--- config.mk ---
export PLATFORM = sky130hd
export DESIGN_NAME = aes_block_loader_flat
export DESIGN_NICKNAME = d
export VERILOG_FILES = /design/src/rtl/aes_pkg.sv /design/src/rtl/aes_block_loader_if.sv /design/src/rtl/aes_block_loader.sv /design/src/flat_wrapper.sv
export SDC_FILE = /design/constraint.sdc
export NUM_CORES = 1
export LEC_CHECK = 0
export ABC_CLOCK_PERIOD_IN_PS = 14850
export CAP_MARGIN = 20
export CORE_MARGIN = 10
export CORE_UTILIZATION = 44
export CTS_CLUSTER_DIAMETER = 50
export DETAILED_ROUTE_END_ITERATION = 16
export GPL_TIMING_DRIVEN = 1
export MAX_ROUTING_LAYER = met4
export PLACE_DENSITY = 0.73
export SETUP_SLACK_MARGIN = 0.02
export SKIP_LAST_GASP = 1
export SYNTH_ARGS = -nofsm -noshare
export SYNTH_HDL_FRONTEND = slang
export SYNTH_SLANG_ARGS = --single-unit
--- constraint.sdc ---
create_clock -name clk -period 14.85 [get_ports clk]
set_clock_uncertainty 0.2 [all_clocks]
set_input_delay 2.97 -clock clk [delete_from_list [all_inputs] [get_ports clk]]
set_output_delay 2.97 -clock clk [all_outputs]
set_load 0.02 [all_outputs]
--- src/rtl/aes_pkg.sv ---
// Shared types and constants for the AES block loader: loader states,
// key-size encodings and the key-length lookup.
package aes_pkg;

   localparam int TEXT_BYTES = 16;

   localparam logic [1:0] KEY128 = 2'd0;
   localparam logic [1:0] KEY192 = 2'd1;
   localparam logic [1:0] KEY256 = 2'd2;

   // ST_CHECK is only reachable when the checksum byte is enabled.
   typedef enum logic [2:0] {
      ST_IDLE,
      ST_LOAD_KEY,
      ST_LOAD_TEXT,
      ST_CHECK,
      ST_DONE
   } loader_state_e;

   function automatic logic [5:0] key_bytes(input logic [1:0] sel);
      case (sel)
         KEY192:  return 6'd24;
         KEY256:  return 6'd32;
         default: return 6'd16;
      endcase
   endfunction

endpackage

--- src/rtl/aes_block_loader_if.sv ---
// Byte-stream valid/ready channel feeding the AES block loader.
interface aes_block_loader_if;

   logic [7:0] in_byte;
   logic       in_valid;
   logic       in_ready;

   modport master (
      output in_byte,
      output in_valid,
      input  in_ready
   );

   modport slave (
      input  in_byte,
      input  in_valid,
      output in_ready
   );

endinterface

--- src/rtl/aes_block_loader.sv ---
// Assembles the AES key (16/24/32 bytes) and the 128-bit plaintext from a byte
// stream into stable big-endian vectors. Optional macro AES_LOADER_CHECKSUM_EN
// adds a trailing XOR checksum byte and the chk_err pulse.
module aes_block_loader
   import aes_pkg::*;
#(
   parameter int TEXT_BYTES    = 16,
   parameter int MAX_KEY_BYTES = 32
) (
   input  logic                           clk,
   input  logic                           rst,
   input  logic [1:0]                     key_sel,
   input  logic                           start,
   aes_block_loader_if.slave              stream,
   output logic [0:8*MAX_KEY_BYTES-1]     key_out,
   output logic [0:8*TEXT_BYTES-1]        text_out,
   output logic [1:0]                     key_sel_q,
   output logic                           load_done,
   output logic                           data_valid,
   output logic                           busy,
   output logic [5:0]                     byte_cnt
`ifdef AES_LOADER_CHECKSUM_EN
   ,
   output logic                           chk_err
`endif
);

   loader_state_e                 state_q, state_d;
   logic [0:8*MAX_KEY_BYTES-1]    key_q, key_d;
   logic [0:8*TEXT_BYTES-1]       text_q, text_d;
   logic [5:0]                    cnt_q, cnt_d;
   logic [1:0]                    sel_q, sel_d;
   logic                          done_q, done_d;
   logic                          valid_q, valid_d;
`ifdef AES_LOADER_CHECKSUM_EN
   logic [7:0]                    sum_q, sum_d;
   logic                          err_q, err_d;
`endif

   logic       xfer;
   logic       accepting;
   logic [1:0] sel_norm;
   logic [5:0] last_key_idx;

   // in_ready depends on state alone so the upstream can never form a loop through it.
   always_comb begin
      accepting = (state_q == ST_LOAD_KEY) || (state_q == ST_LOAD_TEXT);
`ifdef AES_LOADER_CHECKSUM_EN
      accepting = accepting || (state_q == ST_CHECK);
`endif
   end

   assign xfer         = stream.in_valid && accepting;
   assign sel_norm     = (key_sel == KEY192 || key_sel == KEY256) ? key_sel : KEY128;
   assign last_key_idx = key_bytes(sel_q) - 6'd1;

   always_comb begin
      state_d = state_q;
      key_d   = key_q;
      text_d  = text_q;
      cnt_d   = cnt_q;
      sel_d   = sel_q;
      done_d  = 1'b0;
      valid_d = valid_q;
`ifdef AES_LOADER_CHECKSUM_EN
      sum_d   = sum_q;
      err_d   = 1'b0;
`endif

      case (state_q)
         ST_IDLE, ST_DONE: begin
            if (start) begin
               state_d = ST_LOAD_KEY;
               sel_d   = sel_norm;
               key_d   = '0;
               text_d  = '0;
               cnt_d   = '0;
               valid_d = 1'b0;
`ifdef AES_LOADER_CHECKSUM_EN
               sum_d   = '0;
`endif
            end
         end

         ST_LOAD_KEY: begin
            if (xfer) begin
               key_d[8*int'(cnt_q) +: 8] = stream.in_byte;
`ifdef AES_LOADER_CHECKSUM_EN
               sum_d = sum_q ^ stream.in_byte;
`endif
               if (cnt_q == last_key_idx) begin
                  cnt_d   = '0;
                  state_d = ST_LOAD_TEXT;
               end else begin
                  cnt_d = cnt_q + 6'd1;
               end
            end
         end

         ST_LOAD_TEXT: begin
            if (xfer) begin
               text_d[8*int'(cnt_q) +: 8] = stream.in_byte;
               cnt_d = cnt_q + 6'd1;
`ifdef AES_LOADER_CHECKSUM_EN
               sum_d = sum_q ^ stream.in_byte;
               if (cnt_q == 6'(TEXT_BYTES - 1)) begin
                  state_d = ST_CHECK;
               end
`else
               if (cnt_q == 6'(TEXT_BYTES - 1)) begin
                  state_d = ST_DONE;
                  done_d  = 1'b1;
                  valid_d = 1'b1;
               end
`endif
            end
         end

`ifdef AES_LOADER_CHECKSUM_EN
         // A bad checksum abandons the block; buffers stay as loaded but are never flagged valid.
         ST_CHECK: begin
            if (xfer) begin
               if (stream.in_byte == sum_q) begin
                  state_d = ST_DONE;
                  done_d  = 1'b1;
                  valid_d = 1'b1;
               end else begin
                  state_d = ST_IDLE;
                  err_d   = 1'b1;
               end
            end
         end
`endif

         default: state_d = ST_IDLE;
      endcase
   end

   always_ff @(posedge clk or posedge rst) begin
      if (rst) begin
         state_q <= ST_IDLE;
         key_q   <= '0;
         text_q  <= '0;
         cnt_q   <= '0;
         sel_q   <= KEY128;
         done_q  <= 1'b0;
         valid_q <= 1'b0;
`ifdef AES_LOADER_CHECKSUM_EN
         sum_q   <= '0;
         err_q   <= 1'b0;
`endif
      end else begin
         state_q <= state_d;
         key_q   <= key_d;
         text_q  <= text_d;
         cnt_q   <= cnt_d;
         sel_q   <= sel_d;
         done_q  <= done_d;
         valid_q <= valid_d;
`ifdef AES_LOADER_CHECKSUM_EN
         sum_q   <= sum_d;
         err_q   <= err_d;
`endif
      end
   end

   assign stream.in_ready = accepting;
   assign busy            = accepting;
   assign key_out         = key_q;
   assign text_out        = text_q;
   assign key_sel_q       = sel_q;
   assign load_done       = done_q;
   assign data_valid      = valid_q;
   assign byte_cnt        = cnt_q;
`ifdef AES_LOADER_CHECKSUM_EN
   assign chk_err         = err_q;
`endif

endmodule

--- src/flat_wrapper.sv ---
// flat-port wrapper written by rule: the top's interface ports become plain ports
module aes_block_loader_flat import aes_pkg::*;
#(
   parameter int TEXT_BYTES    = 16,
   parameter int MAX_KEY_BYTES = 32
)
  (clk, rst, key_sel, start, key_out, text_out, key_sel_q, load_done, data_valid, busy, byte_cnt, stream_in_byte, stream_in_valid, stream_in_ready);
  aes_block_loader_if stream_i ();
  input  logic clk;
  input  logic rst;
  input  logic [1:0] key_sel;
  input  logic start;
  output logic [0:8*MAX_KEY_BYTES-1] key_out;
  output logic [0:8*TEXT_BYTES-1] text_out;
  output logic [1:0] key_sel_q;
  output logic load_done;
  output logic data_valid;
  output logic busy;
  output logic [5:0] byte_cnt;
  input wire logic [$bits(stream_i.in_byte)-1:0] stream_in_byte;
  input wire logic [$bits(stream_i.in_valid)-1:0] stream_in_valid;
  output wire logic [$bits(stream_i.in_ready)-1:0] stream_in_ready;
  assign stream_i.in_byte = stream_in_byte;
  assign stream_i.in_valid = stream_in_valid;
  assign stream_in_ready = stream_i.in_ready;
  aes_block_loader #(.TEXT_BYTES(TEXT_BYTES), .MAX_KEY_BYTES(MAX_KEY_BYTES)) u_core (.clk(clk), .rst(rst), .key_sel(key_sel), .start(start), .stream(stream_i), .key_out(key_out), .text_out(text_out), .key_sel_q(key_sel_q), .load_done(load_done), .data_valid(data_valid), .busy(busy), .byte_cnt(byte_cnt));
endmodule
==> Yosys cells after proc, flatten, opt, wreduce, memory -nomap -nowiden <==
Index checks and enable logic that the tools add are counted.
Widths: inputs -> output; s select.
{ "classes": {"n_shift": 4, "bitwise": 1, "n_mux": 28, "n_reduce_logical": 14, "addsub": 3, "n_eq_ne": 14} }
{ "op_table": {"columns": ["cell", "count"], "rows": [
  ["$mux 256", 2],
  ["$pmux 256 s2", 1],
  ["$shift 257x33->256 const A", 1],
  ["$shiftx 257x33->256", 1],
  ["$bwmux 256", 1],
  ["$mux 128", 2],
  ["$pmux 128 s2", 1],
  ["$shift 129x33->128 const A", 1],
  ["$shiftx 129x33->128", 1],
  ["$bwmux 128", 1],
  ["$neg 32->33", 1],
  ["$not 9->32", 1],
  ["$mux 6", 4],
  ["$pmux 6 s3", 1],
  ["$mux 3", 5],
  ["$pmux 6 s2", 1],
  ["$pmux 3 s3", 1],
  ["$reduce_and 4->1", 2],
  ["$add 6x1->6 const B", 1],
  ["$eq 6x4->1 const B", 1],
  ["$eq 6x6->1", 1],
  ["$mux 1", 6],
  ["$ne 2x2->1 const B", 3],
  ["$reduce_and 3->1", 2],
  ["other kinds (17)", 22]
]} }
{ "word_totals": {"out_inout_bits": 396, "ff_bits": 397, "wordCells": 71} }

==> Logic depth before layout (Yosys ltp) <==
Gate-level depths: netlist of the first run.
{ "depth": {"ltp_word": 7, "ltp_mapped": 9, "ltp_nobuf": 7} }

==> Worst setup path before layout of the first run <==
No wires, ideal clock.
{ "synth_path": {"path_kind": "flip-flop to output port", "from": "register u_core.state_q[1]", "to": "output stream_in_ready", "path_slack_ps": 10146, "arrival_ps": 1534, "n_path_buf": 4, "stages_incl_launch_ff": 7, "path_cell_list": "dfrtp_1 -> buf_6 -> or3b_1 -> buf_6 -> buf_6 -> nand2_1 -> buf_4"} }
{ "synth_via": {"elab_chain_len": 2, "elab_cells_between_ends": 3, "classes_between": "eq/ne: 2; reduce/logical: 1"} }
{ "synth_rtl": {"columns": ["item", "line_no", "source"], "rows": [
  ["start, declared", "aes_block_loader.sv:28", "loader_state_e state_q, state_d;"],
  ["start signal, assigned", "aes_block_loader.sv:153", "state_q <= state_d;"],
  ["$eq 3x1->1 / $eq 3x2->1 (equally long branches)", "aes_block_loader.sv:47", "accepting = (state_q == ST_LOAD_KEY) || (state_q == ST_LOAD_TEXT);"],
  ["$logic_or 1x1->1 *", "aes_block_loader.sv:47", null],
  ["end, declared", "flat_wrapper.sv:22", "output wire logic [$bits(stream_i.in_ready)-1:0] stream_in_ready;"]
]} }
Mark *: on every way between the ends. The rest lies on a longest branch, timed or not.

==> Worst setup path after layout of the first run <==
Same ends and word-level chain as after synthesis.

==> run metrics, run 1 <==
Setup CP Type=reg -> out; Horiz. Die Dim=209.6 microns; setup_tns=0 ns; CP max-delay cell=or3b_2; Leakage=9.258 nW; GRT overflow=0; Synth top area share=62.84%; drt wl/cell=25.72 microns; post_cts resized=0; initial antenna violation count=1; slowest cell delay on critical path=0.82 ns; area leader, netlist=dfrtp_1; Tightest Pin Transition=1.123 ns; clock sinks=397; DR pass1 iterations=6; Distinct cells, synth=51; die area=43910 sq um; critical path data arrival time=2.95 ns; clk_lat worst skew=0.53 ns; Reg-to-Reg Start=u_core.state_q[1]$_DFFE_PP0P_; sequential fraction of the synthesis area=62.84%; Synth Net Count=1380; fin crit share=41.20%; Via Count=13.25k; Crit path max-delay family=simple AND/OR/NAND/NOR gates; fin crit period=6.118 ns; worst r2r path cells=5; Area Overhead vs Synth=37.95%; core footprint=35480 sq um; routability cong.=0.8569; Synth area leaders=dfrtp_1, a22o_1, nand2_1; setup bufs post-CTS=0; Post-synth top flop=dfrtp_1; Die Ht=209.6 microns; worst reg2reg setup slack=11.63 ns; Max transition margin=24.54%; post-DP HPWL=41.92 mm; Mapped Cells=1357; final worst slack=8.732 ns; number of remaining DRC errors=0; CP Data Required Time=11.68 ns; CP bufs+invs=1; Post-synth top cells=dfrtp_1, nand2_1, a22o_1, o21ai_0, nor2_1; drt initial violations=984; clock tree buffer depth=3; root buf cell=clkbuf_16; nets@finish=1791; Async SR Flop Fraction=100.0%; via/cell ratio=5.858; CTS tree=built; Routed WL=58.14 mm; vias in the first global route=13.55k; H-tree depth=2; RSZ-0062 raised after global routing=false; CTS buffer count=42; crit end category=output pin; Synth Warn #=0; syn_area_per_cell=11.65 sq um; fraction of layout cells with a size suffix above 1=7.444%; cells along the critical path=or3b_2, nand2_1, clkdlybuf4s50_1; pre-CTS WS=8.668 ns; final antenna-violating net count=0; Cell Pwr Density=134.9 nW/um^2; first-pass GRT wire length=87.07 mm; f_max=163.4 MHz; status=complete, no violations; Tightest Hold Check Type=reg -> reg; Max Slew Vio Count=0; final hold violation count=0; Initial Util=44.56%; Fill cells=2831; Rows=69; hold depth=2; most used standard cell by instance count after synthesis=dfrtp_1; clk slew on worst S/H paths=0.06 ns; antenna diode count=0; Post-synth EDFFs=0; R2R Path End=u_core.key_out[214]$_DFFE_PP0P_; hold path endpoint=u_core.key_out[211]$_DFFE_PP0P_; total track usage=26.23%; crit start category=flop; largest net degree at the start of global routing=106; final setup vio count=0; min-delay src=u_core.key_out[211]$_DFFE_PP0P_; max_cap viols=0; flops & latches, synth=397; maximum fanout along the worst path=19; Netlist Area Pre-Place=15810 sq um; CTS Hold Bufs=0; VDD IR max=87.92 uV; I/O Buffers=409; I/O pin count=410
[tightest hold or removal path: stages, from the launching register on]
cell	delay, ns
dfrtp_1	0.34
nand2_1	0.05
o41ai_1	0.05
[stage by stage]
| step | instance area (sq um) | util, % | cells | hold WS (ns) | power, mW |
|---|---|---|---|---|---|
| after floorplan | 15810 | - | 1357 | 0.3078 | 1.582 |
| after global placement | 20260 | 57.11 | 2182 | 0.2543 | 1.834 |
| after detailed placement | 20270 | 57.14 | 2183 | 0.2643 | 1.843 |
| after CTS | 21750 | 61.31 | 2259 | 0.2775 | 2.947 |
| after global routing | 21810 | 61.47 | 2261 | 0.2985 | 3.052 |
| final | 21810 | 61.47 | 2261 | 0.2746 | 2.942 |
[power breakdown]
group          switching, mW  internal [mW]
clock                  0.441          0.666
combinational          0.482          0.179
sequential            0.0478           1.13
[cells by family after synthesis]
kind of cell / after synthesis / synth area share, %
xor+xnor: 3 / 0.1662
mux: 1 / 0.06331
compound gates: 451 / 21.87
buf+inv: 67 / 2.287
fa+ha+maj: 9 / 0.7123
simple gates: 429 / 12.07
flops: 397 / 62.84
[flip-flops by register name, summed over array words and instances, names as in the netlist]
signal / count
u_core.key_out: 256
u_core.data_valid: 1
u_core.text_out: 128
u_core.load_done: 1
u_core.state_q: 3
u_core.byte_cnt: 6
u_core.key_sel_q: 2
[worst max-delay path by stage]
stage	from	end	slack [ns]	cells past startpoint
after floorplan	rst	u_core.byte_cnt[0]$_DFFE_PP0P_	0.64	1
after global placement	rst	u_core.text_out[113]$_DFFE_PP0P_	8.71	4
after detailed placement	rst	u_core.key_out[117]$_DFFE_PP0P_	8.67	4
after CTS	u_core.state_q[1]$_DFFE_PP0P_	stream_in_ready	8.71	3
after global routing	u_core.state_q[1]$_DFFE_PP0P_	stream_in_ready	8.64	3
final	u_core.state_q[1]$_DFFE_PP0P_	stream_in_ready	8.73	3
[placed cells by master (no fill, tap or decap), drive strengths merged, types with 9 or more instances in the layout]
master / netlist / routed
clkbuf: 13 / 58
and3: 12 / 12
nor2: 62 / 62
o21ai: 166 / 166
dfrtp: 397 / 397
ha: 9 / 9
nor2b: 13 / 13
buf: 42 / 13
inv: 11 / 15
clkdlybuf4s50: 0 / 409
o41ai: 18 / 18
nand3: 40 / 40
o31ai: 55 / 55
o2bb2ai: 48 / 48
nand2: 259 / 259
a22o: 157 / 157
[cell type report]
cell class | count | area [sq um] | area share (%)
sequential | 397 | 9935 | 45.55
multi-input combinational | 893 | 5530 | 25.36
timing repair buffer | 422 | 4235 | 19.42
clock buffer | 58 | 1255 | 5.754
tap | 461 | 576.8 | 2.645
clock inverter | 18 | 225.2 | 1.033
inverter | 12 | 52.55 | 0.2409
[routing by layer]
layer	wire [microns]	global-route usage [%]	up-vias	part of all wire, %
li1	-	-	5794	-
met1	23080	32.23	6676	40
met5	0	-	-	0
met4	2105	9.576	0	3.6
met2	27630	41.12	644	48
met3	5329	6.875	132	9.2
(Power assumes the default switching activity.)
==> run 2, diff against run 1 <==
Settings changed: ABC_CLOCK_PERIOD_IN_PS 14850 to 5050.
Clock period 14.85 ns to 5.05 ns, I/O delays scaled along.
==> run 2 against run 1 <==
Setup slack got worse by 7.8 ns. Combinational power rose to 2.9 times the previous value. Total power increased to 2.9 times the previous value. Largest power group unchanged. Clock power increased to 2.9 times the previous value. Core utilization about the same. Sequential cell count unchanged. Routed wire length about the same. Worst hold slack improved by 0.00076 ns. Die area unchanged. Register-to-register slack got worse by 9.8 ns. Design area about the same.
==> run metrics, run 2 (synthesis gave the netlist of run 1 again) <==
commonest cells after routing, fill and taps aside=clkdlybuf4s50_1, dfrtp_1, nand2_1; cells along the critical path=or3b_2, nand2_1, clkdlybuf4s50_1; Critical path origin=u_core.state_q[1]$_DFFE_PP0P_; H-tree depth=2 (unchanged); status=complete, no violations; Reg-to-Reg Start=u_core.byte_cnt[0]$_DFFE_PP0P_; GRT overflow=0 (unchanged); Cell Pwr Density=392.6 nW/um^2 (+190%); Routed WL=58.09 mm (about the same); I/O Buffers=409 (unchanged); post-DP HPWL=42.08 mm (+0.37%); clk slew on worst S/H paths=0.06 ns (about the same); worst r2r path cells=6 (+1); routability cong.=0.8501 (-0.79%); drt initial violations=989 (+0.51%); Rows=69 (unchanged); max_cap viols=0 (unchanged); first-pass GRT wire length=88.28 mm (+1.4%); CP max-delay cell=or3b_2; total track usage=26.41% (+0.18 points); Critical Path End=stream_in_ready; Initial Util=44.56% (unchanged); fraction of layout cells with a size suffix above 1=7.684% (+0.24 points); final antenna-violating net count=0 (unchanged); root buf cell=clkbuf_16; final hold violation count=0 (unchanged); max reg flops=256 (unchanged); Tightest Pin Transition=0.9179 ns (-0.2054 ns); I/O pin count=410 (unchanged); Max Slew Vio Count=0 (unchanged); Crit. path cell count=3 (unchanged); setup_tns=0 ns (unchanged); fin crit period=4.144 ns; Via Count=13.22k (-0.23%); CTS buffer count=45 (+7.1%); maximum fanout along the worst path=19 (unchanged); core footprint=35480 sq um (unchanged); CTS tree=built; clock sinks=397 (unchanged); final setup vio count=0 (unchanged); fin crit share=82.07%; f_max=241.3 MHz; slowest cell delay on critical path=0.81 ns (about the same); VDD IR max=263.3 uV (+200%); CTS Hold Bufs=0 (unchanged); pre-CTS WS=1.227 ns (-7.441 ns); drt wl/cell=25.57 microns (-0.57%); DR pass1 iterations=5 (-1); R2R Path End=u_core.key_out[176]$_DFFE_PP0P_; commonest non-fill, non-tap cell in the layout=clkdlybuf4s50_1; Tightest Hold Check Type=reg -> reg; worst reg2reg setup slack=1.81 ns (-9.82 ns); Crit path max-delay family=simple AND/OR/NAND/NOR gates; RSZ-0062 raised after global routing=false; post-route insts no fill=2272 (+0.49%); CP bufs+invs=1 (unchanged); hold depth=2 (unchanged); Setup CP Type=reg -> out; clock tree buffer depth=3 (unchanged); Area Overhead vs Synth=37.92% (about the same); initial antenna violation count=3 (+2); post_cts resized=0 (unchanged); crit start category=flop; Fill cells=2809 (-0.78%); setup bufs post-CTS=0 (unchanged); die area=43910 sq um (unchanged); Leakage=9.249 nW (-0.10%); largest net degree at the start of global routing=129 (+22%); critical path data arrival time=2.93 ns (-0.02 ns); number of remaining DRC errors=0 (unchanged); Die Ht=209.6 microns (unchanged); Fin Hold WS=0.2754 ns (+0.0007590 ns); final worst slack=0.9057 ns (-7.826 ns); Max transition margin=38.39% (+14 points); Horiz. Die Dim=209.6 microns (unchanged); clk_lat worst skew=0.54 ns (about the same); crit end category=output pin; CP Data Required Time=3.84 ns (-7.84 ns); via/cell ratio=5.816 (-0.72%); vias in the first global route=13.83k (+2.1%); placed cell count=2190 (+0.32%); nets@finish=1799 (+0.45%)
==> run 2: final cells by class <==
class / instances / area, sq um / area share, %
inverter: 12 / 48.80 / 0.2238
clock inverter: 19 / 173.9 / 0.7976
antenna: 2 / 5.005 / 0.02295
timing repair buffer: 427 / 4258 / 19.53
tap: 461 / 576.8 / 2.645
sequential: 397 / 9935 / 45.56
clock buffer: 61 / 1279 / 5.864
multi-input combinational: 893 / 5530 / 25.36
==> run 2: tightest hold or removal path, delay by kind of cell, from the launching register on <==
kind / cells / cell delay [ns]
AND/OR/NAND/NOR: 1 / 0.04
flip-flops: 1 / 0.34
AO/OA/AOI/OAI: 1 / 0.06
==> run 2: worst min path at each step <==
stage / start / endpoint
after floorplan: u_core.state_q[2]$_DFFE_PP0P_ / u_core.state_q[1]$_DFFE_PP0P_
after global placement: u_core.key_out[198]$_DFFE_PP0P_ / u_core.key_out[198]$_DFFE_PP0P_
after detailed placement: u_core.key_out[219]$_DFFE_PP0P_ / u_core.key_out[219]$_DFFE_PP0P_
after CTS: u_core.key_out[215]$_DFFE_PP0P_ / u_core.key_out[215]$_DFFE_PP0P_
after global routing: u_core.key_out[219]$_DFFE_PP0P_ / u_core.key_out[219]$_DFFE_PP0P_
final: u_core.text_out[47]$_DFFE_PP0P_ / u_core.text_out[47]$_DFFE_PP0P_
==> run 2: metal layers <==
metal	track usage (%)	vias up	wire length, microns
met4	9.650	0	2014
met2	41.21	604	27300
met5	-	-	0
met3	6.622	119	4886
li1	-	5787	-
met1	32.82	6705	23900
==> run 2: metrics by stage <==
stage | cell area, sq um | util (%) | power [mW]
detailed placement | 20350 | 57.35 | 5.415
floorplan | 15810 | - | 4.654
CTS | 21800 | 61.44 | 8.582
finish | 21810 | 61.45 | 8.561
global route | 21810 | 61.45 | 8.898
global placement | 20340 | 57.32 | 5.384
==> run 2: power breakdown <==
group          total, mW  switching (mW)  leakage (nW)  internal [mW]
Clock               3.18            1.33         0.703           1.85
Combinational       1.89            1.36          3.03          0.525
Sequential          3.49           0.183          5.52           3.31
